--- config.mk ---
export PLATFORM = sky130hd
export DESIGN_NAME = ysyx_25040118_mem_arbiter
export DESIGN_NICKNAME = d
export VERILOG_FILES = /design/src/rtl/ysyx_25040118_mem_arb_pkg.sv /design/src/rtl/ysyx_25040118_rr_pick2.sv /design/src/rtl/ysyx_25040118_mem_arbiter.sv
export SDC_FILE = /design/constraint.sdc
export NUM_CORES = 1
export LEC_CHECK = 0
export ABC_AREA = 1
export BUFFER_PORTS_ARGS = -buffer_cell sky130_fd_sc_hd__buf_4
export CORE_AREA = 2 2 108 110
export CTS_CLUSTER_DIAMETER = 150
export DETAILED_ROUTE_END_ITERATION = 8
export DIE_AREA = 0 0 110 112
export PLACE_DENSITY = 0.67
export SLEW_MARGIN = 25
export SYNTH_ARGS = -nofsm -noshare
export SYNTH_HDL_FRONTEND = slang
export SYNTH_SLANG_ARGS = --single-unit
--- constraint.sdc ---
create_clock -name clk -period 2.8 [get_ports clk]
set_input_delay 0.42 -clock clk [delete_from_list [all_inputs] [get_ports clk]]
set_output_delay 0.42 -clock clk [all_outputs]
set_load 0.02 [all_outputs]
--- src/rtl/ysyx_25040118_mem_arb_pkg.sv ---
// rtl/ysyx_25040118_mem_arb_pkg.sv - shared encodings for the IFU/LSU memory arbiter
package ysyx_25040118_mem_arb_pkg;

    localparam logic [1:0] ST_IDLE = 2'd0;
    localparam logic [1:0] ST_REQ  = 2'd1;
    localparam logic [1:0] ST_WAIT = 2'd2;

    localparam logic OWN_IFU = 1'b0;
    localparam logic OWN_LSU = 1'b1;

endpackage

--- src/rtl/ysyx_25040118_rr_pick2.sv ---
// rtl/ysyx_25040118_rr_pick2.sv - two-way round-robin pick, favours the side not served last
module ysyx_25040118_rr_pick2
    import ysyx_25040118_mem_arb_pkg::*;
(
    input  logic ifu_vld_i,
    input  logic lsu_vld_i,
    input  logic last_grant_i,
    output logic gnt_vld_o,
    output logic gnt_id_o
);

    always_comb begin
        gnt_vld_o = ifu_vld_i | lsu_vld_i;
        if (ifu_vld_i && lsu_vld_i) begin
            gnt_id_o = (last_grant_i == OWN_IFU) ? OWN_LSU : OWN_IFU;
        end else if (lsu_vld_i) begin
            gnt_id_o = OWN_LSU;
        end else begin
            gnt_id_o = OWN_IFU;
        end
    end

endmodule

--- src/rtl/ysyx_25040118_mem_arbiter.sv ---
// rtl/ysyx_25040118_mem_arbiter.sv - shares one memory port between IFU and LSU, one transaction in flight
module ysyx_25040118_mem_arbiter
    import ysyx_25040118_mem_arb_pkg::*;
#(
    parameter int ADDR_W = 32,
    parameter int DATA_W = 32
) (
    input  logic                clk,
    input  logic                rst,
    input  logic                ifu_req_valid,
    output logic                ifu_req_ready,
    input  logic [ADDR_W-1:0]   ifu_addr,
    output logic                ifu_resp_valid,
    output logic [DATA_W-1:0]   ifu_rdata,
    input  logic                lsu_req_valid,
    output logic                lsu_req_ready,
    input  logic                lsu_wen,
    input  logic [ADDR_W-1:0]   lsu_addr,
    input  logic [DATA_W-1:0]   lsu_wdata,
    input  logic [DATA_W/8-1:0] lsu_wmask,
    output logic                lsu_resp_valid,
    output logic [DATA_W-1:0]   lsu_rdata,
    output logic                mem_req_valid,
    input  logic                mem_req_ready,
    output logic                mem_wen,
    output logic [ADDR_W-1:0]   mem_addr,
    output logic [DATA_W-1:0]   mem_wdata,
    output logic [DATA_W/8-1:0] mem_wmask,
    input  logic                mem_resp_valid,
    input  logic [DATA_W-1:0]   mem_rdata
);

    logic [1:0]          state_q, state_d;
    logic                owner_q, owner_d;
    logic                last_grant_q, last_grant_d;
    logic                wen_q, wen_d;
    logic [ADDR_W-1:0]   addr_q, addr_d;
    logic [DATA_W-1:0]   wdata_q, wdata_d;
    logic [DATA_W/8-1:0] wmask_q, wmask_d;
    logic                gnt_vld, gnt_id;
    logic                resp_fire;

    ysyx_25040118_rr_pick2 u_pick (
        .ifu_vld_i    (ifu_req_valid),
        .lsu_vld_i    (lsu_req_valid),
        .last_grant_i (last_grant_q),
        .gnt_vld_o    (gnt_vld),
        .gnt_id_o     (gnt_id)
    );

    always_ff @(posedge clk) begin
        if (rst) begin
            state_q      <= ST_IDLE;
            owner_q      <= OWN_IFU;
            last_grant_q <= OWN_IFU;
            wen_q        <= 1'b0;
            addr_q       <= '0;
            wdata_q      <= '0;
            wmask_q      <= '0;
        end else begin
            state_q      <= state_d;
            owner_q      <= owner_d;
            last_grant_q <= last_grant_d;
            wen_q        <= wen_d;
            addr_q       <= addr_d;
            wdata_q      <= wdata_d;
            wmask_q      <= wmask_d;
        end
    end

    always_comb begin
        state_d      = state_q;
        owner_d      = owner_q;
        last_grant_d = last_grant_q;
        wen_d        = wen_q;
        addr_d       = addr_q;
        wdata_d      = wdata_q;
        wmask_d      = wmask_q;
        case (state_q)
            ST_IDLE: begin
                if (gnt_vld) begin
                    state_d      = ST_REQ;
                    owner_d      = gnt_id;
                    last_grant_d = gnt_id;
                    if (gnt_id == OWN_LSU) begin
                        wen_d   = lsu_wen;
                        addr_d  = lsu_addr;
                        wdata_d = lsu_wdata;
                        wmask_d = lsu_wmask;
                    end else begin
                        wen_d   = 1'b0;
                        addr_d  = ifu_addr;
                        wdata_d = '0;
                        wmask_d = '0;
                    end
                end
            end
            // A response during REQ is a slave protocol error and is simply not looked at.
            ST_REQ:  if (mem_req_ready) state_d = ST_WAIT;
            ST_WAIT: if (mem_resp_valid) state_d = ST_IDLE;
            default: state_d = ST_IDLE;
        endcase
    end

    always_comb begin
        ifu_req_ready  = (state_q == ST_IDLE) && gnt_vld && (gnt_id == OWN_IFU);
        lsu_req_ready  = (state_q == ST_IDLE) && gnt_vld && (gnt_id == OWN_LSU);
        resp_fire      = (state_q == ST_WAIT) && mem_resp_valid;
        ifu_resp_valid = resp_fire && (owner_q == OWN_IFU);
        lsu_resp_valid = resp_fire && (owner_q == OWN_LSU);
        ifu_rdata      = ifu_resp_valid ? mem_rdata : '0;
        lsu_rdata      = lsu_resp_valid ? mem_rdata : '0;
        mem_req_valid  = (state_q == ST_REQ);
        mem_wen        = wen_q;
        mem_addr       = addr_q;
        mem_wdata      = wdata_q;
        mem_wmask      = wmask_q;
    end

endmodule

==> impl_metrics.yaml <==
status:
  status: "finished, final reports clean"
yosys:
  synth_top_area_frac: 0.3997
  syn_inst: 567
  syn_area_sq_um: 3606
  ys_types: 22
  synthFlopType: "dfxtp_1"
  yosysSeqAreaShare: 0.3997
  synth-edff-count: 0
  yosysTopAreaCell: "dfxtp_1"
  synth.most_common_cell: "nand2_1"
  syn_nets: 706
  ys_ff_latch: 72
  yosysWarningCount: 0
  ys_async_sr_fraction: 0
  synth.area.top_cells: "dfxtp_1 (40%), nand2_1 (14%), inv_1 (10%), nor2_1 (9.7%), a21oi_1 (8.6%)"
  synth_common_cells: "nand2_1 (139), inv_1 (97), nor2_1 (93), dfxtp_1 (72), a21oi_1 (62)"
  syn_avg_cell_area_sq_um: 6.360
drt:
  drtAntennaViolNets: 0
  routed-via-count: 4366
  vias_per_cell: 4.487
  drc: 0
  wl_mm: 12.87
  dr.pass1.iters: 4
  drt_iter0_markers: 197
  detail_route.wl_per_cell_um: 13.22
grt:
  antenna_found_initial: 0
  grt_pass1_vias: 3976
  grt_pass1_wl_mm: 19.44
  grt.overflow.total: 0
  track_usage: 0.2011
  grt_max_degree: 63
timing:
  finalSetupViolCount: 0
  clock.fmax_ghz: 0.4275
  max_slew_margin: 0.3791
  min_period_ps: 2339
  drv_slew: 0
  skew_ps: 5.771
  fin_crit_sh: 0.8354
  setup-tns-final_ps: 0
  worst_pin_slew_ps: 930.3
  hold_slack_ps: 321.6
  rsz0062_at_grt: "false"
  hold_viol: 0
job:
  cap_violations: 0
min_path:
  hold_class: "in -> reg"
  min_path_cells: 3
  min_from: "ifu_addr[22]"
floorplan:
  ios: 277
  fp.dieW_um: 110
  num_rows: 39
  core-area_sq_um: 11170
  die_h_um: 112
  start_util: 0.3227
  dieArea_sq_um: 12320
place:
  portBuffers: 276
  hpwl_mm: 9.800
  dp.cells: 957
  gp_congestion: 0.7804
clocking:
  clockBufferDepth: 2
  postCtsResizedCells: 0
  post_cts_buffers: 0
  insertion_delay_ps: 320
  cts_tree: "done"
  cts_buffers: 9
  clk_pin_slew_ps: 60
  h-tree-depth: 3
  cts_sinks: 72
  cts_root_buf: "clkbuf_16"
  ctsHoldBuffers: 0
power_and_ir_drop:
  p_sw_uw: 909.7
  intPower_uw: 2150
  power_frac_comb: 0.256
  clockPowerShare: 0.363
  netSwitchingFraction: 0.2973
  p_seq_frac: 0.380
  power_density_nw_per_um2: 512.1
  peakVddDrop_mv: 0.3533
  p_leak_uw: 0.003303
critical_path:
  r2r_cells: 6
  crit_chain: "inv_1, nand3_1, nor2_1, inv_1, nor2_1, buf_4"
  r2r-start: "state_q[1]$_SDFFE_PP0P_"
  critical_path.max_fanout: 32
  critical-path-slowest-cell: "inv_1"
  max_stage_delay_ps: 670
  critPathRequiredTime_ps: 2380
  startpoint: "state_q[0]$_SDFFE_PP0P_"
  worstSetupEndpointType: "output pin"
  cp.arrival_ps: 1920
  start_kind: "register"
  crit_type: "reg -> out"
cells_and_area:
  antennaDiodeCount: 0
  area_growth_syn_to_layout_pct: 65.68
  stdcell_count: 973
  layout-drive-gt1-share: 0.3663
  final_core_utilization: 0.5347
  fin_nets: 964
  fillCellCount: 1111
per-layer routing:
layer | up-vias | wire length [um] | part of all wire | track usage
li1 | 2224 | - | - | -
met1 | 1958 | 4841 | 0.38 | 0.2123
met2 | 170 | 6849 | 0.53 | 0.3820
met3 | 14 | 987 | 0.077 | 0.04684
met4 | 0 | 189 | 0.015 | 0.06414
met5 | - | 0 | 0 | 0
cells by family (layout without fill, tap and decap cells):
| kind of cell | after synthesis | in the layout | share of synthesized area |
|---|---|---|---|
| buf+inv | 134 | 397 | 0.1655 |
| compound gates | 69 | 69 | 0.09681 |
| simple gates | 292 | 292 | 0.3380 |
| flops | 72 | 72 | 0.3997 |
per-stage QoR:
step | instance area (sq um) | setup slack [ps] | total power, uW
floorplan | 3606 | 914.3 | 1617
global placement | 5684 | 796.1 | 1962
detailed placement | 5684 | 720.0 | 1976
CTS | 5974 | 446.3 | 3099
global route | 5974 | 280.6 | 3220
finish | 5974 | 460.8 | 3060
power groups by stage:
stage               Sequential [uW]  Combinational (uW)  Clock (uW)
global placement               1180                 781           0
detailed placement             1180                 792           0
finish                         1160                 785        1110
global route                   1170                 861        1190
floorplan                      1280                 336           0
CTS                            1160                 793        1140
state kept, by name (all words and copies together) (netlist names):
| signal | flops |
|---|---|
| mem_wmask | 4 |
| mem_wdata | 32 |
| last_grant_q | 1 |
| mem_addr | 32 |
| state_q | 2 |
| mem_wen | 1 |
layout make-up:
cell class | instances | area, sq um | share of cell area
Timing Repair Buffer | 282 | 2117 | 0.3543
Tap cell | 143 | 178.9 | 0.02995
Sequential cell | 72 | 1441 | 0.2413
Inverter | 99 | 371.6 | 0.06220
Clock inverter | 5 | 57.56 | 0.009634
Multi-Input combinational cell | 361 | 1575 | 0.2637
Clock buffer | 11 | 232.7 | 0.03895
layout by cell type (no fill, tap or decap):
master / Yosys / layout
nor2_4: 2 / 2
nor2_8: 1 / 1
dfxtp_1: 72 / 72
nand2_4: 1 / 1
clkbuf_16: 0 / 9
nor2_1: 93 / 93
clkinv_2: 0 / 2
inv_1: 97 / 97
nand3_1: 49 / 49
a21oi_1: 62 / 62
clkinv_1: 1 / 1
clkinv_4: 0 / 2
nand2_2: 1 / 1
bufinv_16: 0 / 1
nand3_2: 1 / 1
nand3b_1: 1 / 1
clkbuf_1: 8 / 2
o21ai_0: 6 / 6
nand2_1: 139 / 139
o21ai_4: 0 / 1
buf_4: 7 / 282
inv_2: 1 / 1
nand4_1: 4 / 4
worst max-delay path: cells and delay by family (launching register included):
family	cells	cell delay [ps]
and+or+nand+nor	3	250
buffers and inverters	3	970
DFF	1	370
path summary, 6_finish.rpt:
check                                     to  slack (ps)
setup / recovery               lsu_rdata[15]         460
hold reg to reg   mem_wdata[13]$_SDFFE_PP0N_         460
setup reg to reg  mem_wdata[18]$_SDFFE_PP0N_        1240
hold / removal     mem_addr[22]$_SDFFE_PP0N_         320
(Power assumes the default switching activity.)
